===== config.mk =====
export PLATFORM = sky130hd
export DESIGN_NAME = mul_add_nat_flat
export DESIGN_NICKNAME = d
export VERILOG_FILES = /design/src/rtl/mul_add_nat_pkg.sv /design/src/rtl/mul_add_nat_if.sv /design/src/rtl/mul_add_nat.sv /design/src/flat_wrapper.sv
export SDC_FILE = /design/constraint.sdc
export NUM_CORES = 1
export LEC_CHECK = 0
export ABC_AREA = 1
export CORE_UTILIZATION = 24
export DETAILED_ROUTE_END_ITERATION = 16
export PLACE_DENSITY_LB_ADDON = 0.3
export SLEW_MARGIN = 20
export SYNTH_ARGS = -nofsm -noshare
export SYNTH_HDL_FRONTEND = slang
export SYNTH_SLANG_ARGS = --single-unit

===== constraint.sdc =====
create_clock -name clock -period 1.6 [get_ports clock]
set_input_delay 0.32 -clock clock [delete_from_list [all_inputs] [get_ports clock]]
set_output_delay 0.32 -clock clock [all_outputs]
set_load 0.02 [all_outputs]

===== src/rtl/mul_add_nat_pkg.sv =====
// Shared definitions for the natural-number multiply-add unit:
// control-state encoding and the result-width helper.
package mul_add_pkg;

  typedef enum logic [1:0] {
    ST_IDLE = 2'd0,
    ST_RUN  = 2'd1,
    ST_DONE = 2'd2
  } state_t;

  function automatic int result_width(input int n, input int m);
    return n + m;
  endfunction

endpackage


===== src/rtl/mul_add_nat_if.sv =====
// Request/result bundle for mul_add_nat; master drives operands, slave returns m.
interface mul_add_nat_if
  import mul_add_pkg::*;
#(
  parameter int N = 4,
  parameter int M = 4
) ();

  logic                          start;
  logic [N-1:0]                  x;
  logic [M-1:0]                  y;
  logic [N-1:0]                  c;
  logic                          ready;
  logic                          valid;
  logic [result_width(N, M)-1:0] m;

  modport master (output start, output x, output y, output c,
                  input  ready, input  valid, input  m);

  modport slave  (input  start, input  x, input  y, input  c,
                  output ready, output valid, output m);

endinterface


===== src/rtl/mul_add_nat.sv =====
// Iterative shift-and-add unit computing m = x*y + c, consuming one bit of y per clock.
// Results never overflow the N+M-bit accumulator, so no saturation logic exists.
module mul_add_nat
  import mul_add_pkg::*;
#(
  parameter int N = 4,
  parameter int M = 4
) (
  input  logic         clock,
  input  logic         reset,
  mul_add_nat_if.slave bus
);

  localparam int W  = result_width(N, M);
  localparam int CW = $clog2(M + 1);

  state_t          state_r;
  state_t          next_state_s;
  logic            capture_s;
  logic            last_s;
  logic            ready_r;
  logic            valid_r;
  logic [W-1:0]    acc_r;
  logic [W-1:0]    mcand_r;
  logic [M-1:0]    yq_r;
  logic [CW-1:0]   cnt_r;
  logic [W-1:0]    acc_sum_s;
  logic [W-1:0]    m_r;

  assign last_s    = (cnt_r == CW'(M - 1));
  assign bus.ready = ready_r;
  assign bus.valid = valid_r;
  assign bus.m     = m_r;

  // Control FSM: next-state decode and operand-capture strobe.
  always_comb begin
    next_state_s = state_r;
    capture_s    = 1'b0;
    case (state_r)
      ST_IDLE: begin
        if (bus.start) begin
          next_state_s = ST_RUN;
          capture_s    = 1'b1;
        end else begin
          next_state_s = ST_IDLE;
        end
      end
      ST_RUN: begin
        if (last_s) begin
          next_state_s = ST_DONE;
        end else begin
          next_state_s = ST_RUN;
        end
      end
      ST_DONE: begin
        if (bus.start) begin
          next_state_s = ST_RUN;
          capture_s    = 1'b1;
        end else begin
          next_state_s = ST_IDLE;
        end
      end
      default: begin
        next_state_s = ST_IDLE;
      end
    endcase
  end

  // State register; ready/valid are registered from the next state so outputs stay glitch-free.
  always_ff @(posedge clock) begin
    if (reset) begin
      state_r <= ST_IDLE;
      ready_r <= 1'b1;
      valid_r <= 1'b0;
    end else begin
      state_r <= next_state_s;
      ready_r <= (next_state_s != ST_RUN);
      valid_r <= (next_state_s == ST_DONE);
    end
  end

  // Conditional partial-product add for the current multiplier bit.
  always_comb begin
    if (yq_r[0]) begin
      acc_sum_s = acc_r + mcand_r;
    end else begin
      acc_sum_s = acc_r;
    end
  end

  // Operand capture, shift registers and iteration counter.
  always_ff @(posedge clock) begin
    if (reset) begin
      acc_r   <= {W{1'b0}};
      mcand_r <= {W{1'b0}};
      yq_r    <= {M{1'b0}};
      cnt_r   <= {CW{1'b0}};
    end else if (capture_s) begin
      acc_r   <= {{M{1'b0}}, bus.c};
      mcand_r <= {{M{1'b0}}, bus.x};
      yq_r    <= bus.y;
      cnt_r   <= {CW{1'b0}};
    end else if (state_r == ST_RUN) begin
      acc_r   <= acc_sum_s;
      mcand_r <= mcand_r << 1;
      yq_r    <= yq_r >> 1;
      cnt_r   <= cnt_r + CW'(1);
    end
  end

  // Result register: written once per operation, on the final iteration.
  always_ff @(posedge clock) begin
    if (reset) begin
      m_r <= {W{1'b0}};
    end else if ((state_r == ST_RUN) && last_s) begin
      m_r <= acc_sum_s;
    end
  end

endmodule


===== src/flat_wrapper.sv =====
// flat-port wrapper written by rule: the top's interface ports become plain ports
module mul_add_nat_flat import mul_add_pkg::*;
#(
  parameter int N = 4,
  parameter int M = 4
)
  (clock, reset, bus_start, bus_x, bus_y, bus_c, bus_ready, bus_valid, bus_m);
  mul_add_nat_if #(.N(N), .M(M)) bus_i ();
  input  logic clock;
  input  logic reset;
  input wire logic [$bits(bus_i.start)-1:0] bus_start;
  input wire logic [$bits(bus_i.x)-1:0] bus_x;
  input wire logic [$bits(bus_i.y)-1:0] bus_y;
  input wire logic [$bits(bus_i.c)-1:0] bus_c;
  output wire logic [$bits(bus_i.ready)-1:0] bus_ready;
  output wire logic [$bits(bus_i.valid)-1:0] bus_valid;
  output wire logic [$bits(bus_i.m)-1:0] bus_m;
  assign bus_i.start = bus_start;
  assign bus_i.x = bus_x;
  assign bus_i.y = bus_y;
  assign bus_i.c = bus_c;
  assign bus_ready = bus_i.ready;
  assign bus_valid = bus_i.valid;
  assign bus_m = bus_i.m;
  mul_add_nat #(.N(N), .M(M)) u_core (.clock(clock), .reset(reset), .bus(bus_i));
endmodule

# == After elaboration in Yosys (flattened, before gate mapping) ==
# Index checks and enable logic that the tools add are counted.
# totals
in_bits,15
reg_bits,35
elab_cells,34
# op_classes
n_reduce_logical,5
eq_ne,5
n_addsub,2
muxes,12
# ops
operator,n
2-to-1 mux 4 bit,6
adder 8 bit,1
2-to-1 mux 8 bit,1
== test 2 bit (second input constant),2
case mux 2 bit (2 select lines),1
OR reduction 2 bit,2
adder 3 x 1 -> 3 bit (second input constant),1
== test 3 x 2 -> 1 bit (second input constant),1
2-to-1 mux 1 bit,3
== test 2 x 1 -> 1 bit (second input constant),1
logical NOT 2 bit,1
2-to-1 mux 2 bit,1
inequality test 2 x 1 -> 1 bit (second input constant),1
nonzero test 2 bit,1
logical AND 1 bit,1

# == Longest topological paths before layout ==
# logic_depth
word_depth,4
depth_mapped,11
depth_no_buf,11

# == Worst setup path before layout ==
# OpenSTA, ideal clock, no wires.
# synth_path
path_type,reg-to-reg
startpoint,register u_core.mcand_r[0]
endpoint,register u_core.acc_r[4]
n_path_buf,0
setup_slack_ps,46
path_stages_with_launch,9
t_arrival_ps,1438
required_time_ps,1485
path_cell_list,dfxtp_1 ha_1 fa_1 nand2_1 nand2_1 a21oi_1 o22ai_1 o21ai_0 inv_1
# synth_between
elab_chain_len,2
# synth_rtl
item,line,source
from (decl),mul_add_nat.sv:24,logic [W-1:0] mcand_r;
from (signal assigned),mul_add_nat.sv:95,mcand_r <= {W{1'b0}};
from (signal assigned),mul_add_nat.sv:100,"mcand_r <= {{M{1'b0}}, bus.x};"
from (signal assigned),mul_add_nat.sv:105,mcand_r <= mcand_r << 1;
adder 8 bit,mul_add_nat.sv:85,acc_sum_s = acc_r + mcand_r;
2-to-1 mux 8 bit,mul_add_nat.sv:84,if (yq_r[0]) begin
to (signal assigned),mul_add_nat.sv:94,acc_r <= {W{1'b0}};
to (signal assigned),mul_add_nat.sv:99,"acc_r <= {{M{1'b0}}, bus.c};"
to (signal assigned),mul_add_nat.sv:104,acc_r <= acc_sum_s;
to (decl),mul_add_nat.sv:23,logic [W-1:0] acc_r;
# Every way passes these cells.
# A chain may end at the register's enable or synchronous reset.

# == Worst setup path in the final report ==
# layout_path
startpoint,register u_core.acc_r[0]
endpoint,register u_core.m_r[6] (netlist: u_core.bus.m[6])
# layout_between
elab_chain_len,2
# layout_rtl
item,line,source
adder 8 bit,mul_add_nat.sv:85,
2-to-1 mux 8 bit,mul_add_nat.sv:84,
to (signal assigned),mul_add_nat.sv:114,m_r <= {W{1'b0}};
to (signal assigned),mul_add_nat.sv:116,m_r <= acc_sum_s;
to (decl),mul_add_nat.sv:28,logic [W-1:0] m_r;
# Every way passes these cells.

==> tab_implementation.tex <==
\begin{tabular}{lr}
\hline
Metric & Value \\
\hline
\multicolumn{2}{l}{\textbf{STA}} \\
Unrepaired setup endpoints after global routing & true \\
Worst clock skew & 4.13 ps \\
Final count of pins violating max slew & 0 \\
Relative slew margins & 0.749 \\
Hold violation count in the final report & 0 \\
Upper clock frequency limit & 646 MHz \\
Pin slew with the least headroom to its limit & 375 ps \\
Fin crit share & 0.967 \\
Setup violations, final & 0 \\
Min Tclk post-route & 1550 ps \\
\multicolumn{2}{l}{\textbf{Floorplanning}} \\
Site Rows & 31 \\
I/O Pins & 25 \\
Overall die area & 7980 sq um \\
Area of the core region & 7290 sq um \\
Initial core utilization & 0.251 \\
Die span in x & 89.3 microns \\
Height of the die & 89.3 microns \\
\multicolumn{2}{l}{\textbf{Pwr}} \\
Pwr per Cell Area & 787 nW/um\^{}2 \\
Power share of the clock group & 0.324 \\
Sw Pwr & 0.000538 W \\
Seq pwr share & 0.497 \\
Static Leakage & 1.20 nW \\
Total Power Consumption & 0.00190 W \\
Max rail drop VDD & 0.326 mV \\
Internal Power & 0.00136 W \\
Part of the total power dissipated in combinational logic & 0.179 \\
Switching portion of total power & 0.283 \\
\multicolumn{2}{l}{\textbf{Setup path}} \\
Nature of the critical path startpoint & flop \\
Cell depth of the worst flop-to-flop path & 10 \\
Setup slack on the worst flop-to-flop path & 50 ps \\
Critical path origin & u\_core.acc\_r[0]\$\_SDFFE\_PP0P\_ \\
Largest fanout of any net on the critical path & 3 \\
Critical-path cell with the highest stage delay & fa\_2 \\
Worst setup path category & reg -> reg \\
CP Depth & 10 \\
Worst Path Required & 1790 ps \\
Capture point of the worst path & u\_core.bus.m[6]\$\_SDFFE\_PP0N\_ \\
Critical path buffers and inverters & 1 \\
Worst EP arrival & 1740 ps \\
Delay-heaviest family, CP & simple AND/OR/NAND/NOR gates \\
Reg2reg end & u\_core.bus.m[6]\$\_SDFFE\_PP0N\_ \\
Worst-path cell chain & ha\_4 > fa\_2 > nand2\_2 > nand2\_2 > nand3b\_1 > nand3\_2 > nand3\_2 > nand3\_1 > nand2\_1 > inv\_1 \\
Critical register-to-register path startpoint & u\_core.acc\_r[0]\$\_SDFFE\_PP0P\_ \\
Critical Path Sink Type & flop \\
Largest stage delay on the critical path & 350 ps \\
\multicolumn{2}{l}{\textbf{Placement}} \\
Cell count after placement & 375 \\
Post-detailed-placement half-perimeter wirelength & 3080 microns \\
Area after detailed placement & 2240 sq um \\
Count of port buffers added during placement & 24 \\
RePlAce Congestion & 0.835 \\
\multicolumn{2}{l}{\textbf{Clock network}} \\
H-tree depth reported by CTS & 2 \\
Number of clock sinks & 35 \\
TritonCTS clock tree & yes \\
TritonCTS buffer count & 5 \\
Number of buffers inserted by hold repair at cts & 0 \\
Clock tree root driver cell & clkbuf\_8 \\
Worst-skew pair later-pin latency & 280 ps \\
Number of buffers on the longest clock path & 2 \\
Clock transition at the register clock pins on the worst setup and hold paths after CTS & 70 ps \\
\multicolumn{2}{l}{\textbf{GRT}} \\
Maximum number of pins on one net before global-route repair & 15 \\
Antenna violations before repair & 0 \\
Global route overflow & 0 \\
Total global-route track usage & 0.120 \\
Via count of the first global-routing pass & 1545 \\
First-pass GRT wire length & 7240 microns \\
\multicolumn{2}{l}{\textbf{Logic synthesis}} \\
Synth Area in Adders & 0.0725 \\
Library cells used by synthesis & 33 \\
Compound-Gate Fraction of Synth Area & 0.133 \\
Synth Area per Inst & 7.35 sq um \\
Dominant combinational cell family by area after synthesis & simple AND/OR/NAND/NOR gates \\
Synthesis-stage register bit count & 35 \\
Net count after synthesis & 274 \\
Fraction of the yosys area taken by sequential cells & 0.383 \\
Instance count of the mapped netlist & 249 \\
Synth Area in Simple Gates & 0.298 \\
Cell area after synthesis & 1830 sq um \\
Multiplexer fraction of the synthesized cell area & 0.0109 \\
Yosys Warn Count & 0 \\
Xor and xnor area share after synthesis & 0.00479 \\
\multicolumn{2}{l}{\textbf{Layout}} \\
Final core area utilization & 0.331 \\
Net count reported at finish & 309 \\
Final antenna diode count & 0 \\
Post-synthesis to final-layout area growth & 32.0\% \\
Non-Filler Cell Area, Final & 2410 sq um \\
Cell Count, Final, Fillers Out & 384 \\
Most frequent standard cell in the layout excluding fill and tap cells & nand2\_1 \\
Fraction of final layout cells sized beyond drive strength 1 & 0.193 \\
Most used cells in the layout excluding fill and tap cells & nand2\_1, dfxtp\_1, inv\_1, nor2\_1, clkdlybuf4s50\_1 \\
\multicolumn{2}{l}{\textbf{Drt}} \\
Total vias in the final route & 1656 \\
Via density per instance & 4.31 \\
Drt first pass iters & 5 \\
DRC & 0 \\
DRT antenna net count & 0 \\
Routed wire length & 4240 microns \\
Routed len/inst & 11.0 microns \\
DRC marker count from the first detailed-route iteration & 89 \\
\multicolumn{2}{l}{\textbf{Min path}} \\
Path class of the lowest-slack min-delay path & reg -> reg \\
Worst min-delay path startpoint & u\_core.yq\_r[3]\$\_SDFFE\_PP0P\_ \\
\multicolumn{2}{l}{\textbf{Flow run}} \\
\# Max-Cap Violations & 0 \\
\multicolumn{2}{l}{\textbf{Outcome}} \\
Result of the run & finished clean \\
\hline
\end{tabular}
[registers in the layout, summed over array words and instances, names as in the netlist]
| signal | flops |
|---|---|
| u_core.bus.valid | 1 |
| u_core.bus.ready | 1 |
| u_core.yq_r | 4 |
| u_core.mcand_r | 8 |
| u_core.bus.m | 8 |
| u_core.state_r | 2 |
| u_core.cnt_r | 3 |
| u_core.acc_r | 8 |
[stage by stage]
stage	setup TNS, ps	setup slack, ps	hold WS, ps
final	0	52.4	467
after global routing	-175	-79.0	488
after CTS	0	16.7	468
after detailed placement	-168	-53.4	457
after global placement	-23.7	-23.4	451
after floorplan	0	46.5	389
[repair_timing]
action / 4_1_cts / 5_1_grt
setup buffers: 0 / 1
pin swaps: 0 / 2
resized for setup: 4 / 23
gates cloned: 0 / 0
setup endpoints to repair: 6 / 18
[cells by family after synthesis]
group / after synthesis
adder cells (fa/ha/maj): 10
XOR/XNOR: 1
buffers and inverters: 41
flip-flops: 35
AO/OA/AOI/OAI: 40
AND/OR/NAND/NOR: 120
multiplexers: 2
[how the worst min path moves through the flow]
stage | slack, ps | endpoint | cells past startpoint
floorplan | 390 | u_core.yq_r[0]$_SDFFE_PP0P_ | 1
global placement | 450 | u_core.cnt_r[1]$_SDFFE_PP0N_ | 2
detailed placement | 460 | u_core.cnt_r[1]$_SDFFE_PP0N_ | 2
CTS | 470 | u_core.cnt_r[1]$_SDFFE_PP0N_ | 2
global route | 490 | u_core.yq_r[3]$_SDFFE_PP0P_ | 2
finish | 470 | u_core.yq_r[3]$_SDFFE_PP0P_ | 2
[cell usage after synthesis, drive strengths merged]
master	count	share of area
xnor2	1	0.0048
o21ai	7	0.019
o211ai	2	0.011
a211oi	1	0.0041
nor4	1	0.0034
a21oi	15	0.043
nand3b	2	0.010
fa	1	0.011
ha	9	0.062
or2	1	0.0048
nor2	21	0.052
mux2i	2	0.011
o22ai	1	0.0034
nand2	76	0.16
clkbuf	1	0.0021
o21bai	1	0.0041
nand3	19	0.063
buf	8	0.030
o21a	6	0.025
inv	32	0.066
a31oi	7	0.024
dfxtp	35	0.38
[area by class of cell]
type / instances / area, sq um
flip-flops and latches: 35 / 707
clock inverters: 3 / 15.0
repair buffers: 37 / 368
well taps: 99 / 124
clock buffers: 5 / 68.8
fillers: 787 / 4880
inverters: 32 / 120
multi-input cells: 173 / 1010
[metal layers]
layer / track usage / up-vias / wire [microns]
li1: - / 872 / -
met1: 0.161 / 744 / 2070
met2: 0.187 / 35 / 1890
met3: 0.0305 / 5 / 231
met4: 0.0390 / 0 / 46
met5: 0 / - / 0
[worst register-to-register path, stage by stage (launching register included)]
cell	delay, ps
dfxtp_2	340
ha_4	160
fa_2	350
nand2_2	90
nand2_2	70
nand3b_1	120
nand3_2	80
nand3_2	80
nand3_1	70
nand2_1	70
inv_1	30
[power groups by stage]
stage | logic, W | clock network [W] | registers [W]
global placement | 0.000319 | 0 | 0.000958
global route | 0.000378 | 0.000685 | 0.000950
finish | 0.000341 | 0.000616 | 0.000945
detailed placement | 0.000322 | 0 | 0.000959
floorplan | 0.000209 | 0 | 0.000951
CTS | 0.000327 | 0.000653 | 0.000939
No activity file was read; power rests on OpenSTA's default activity.
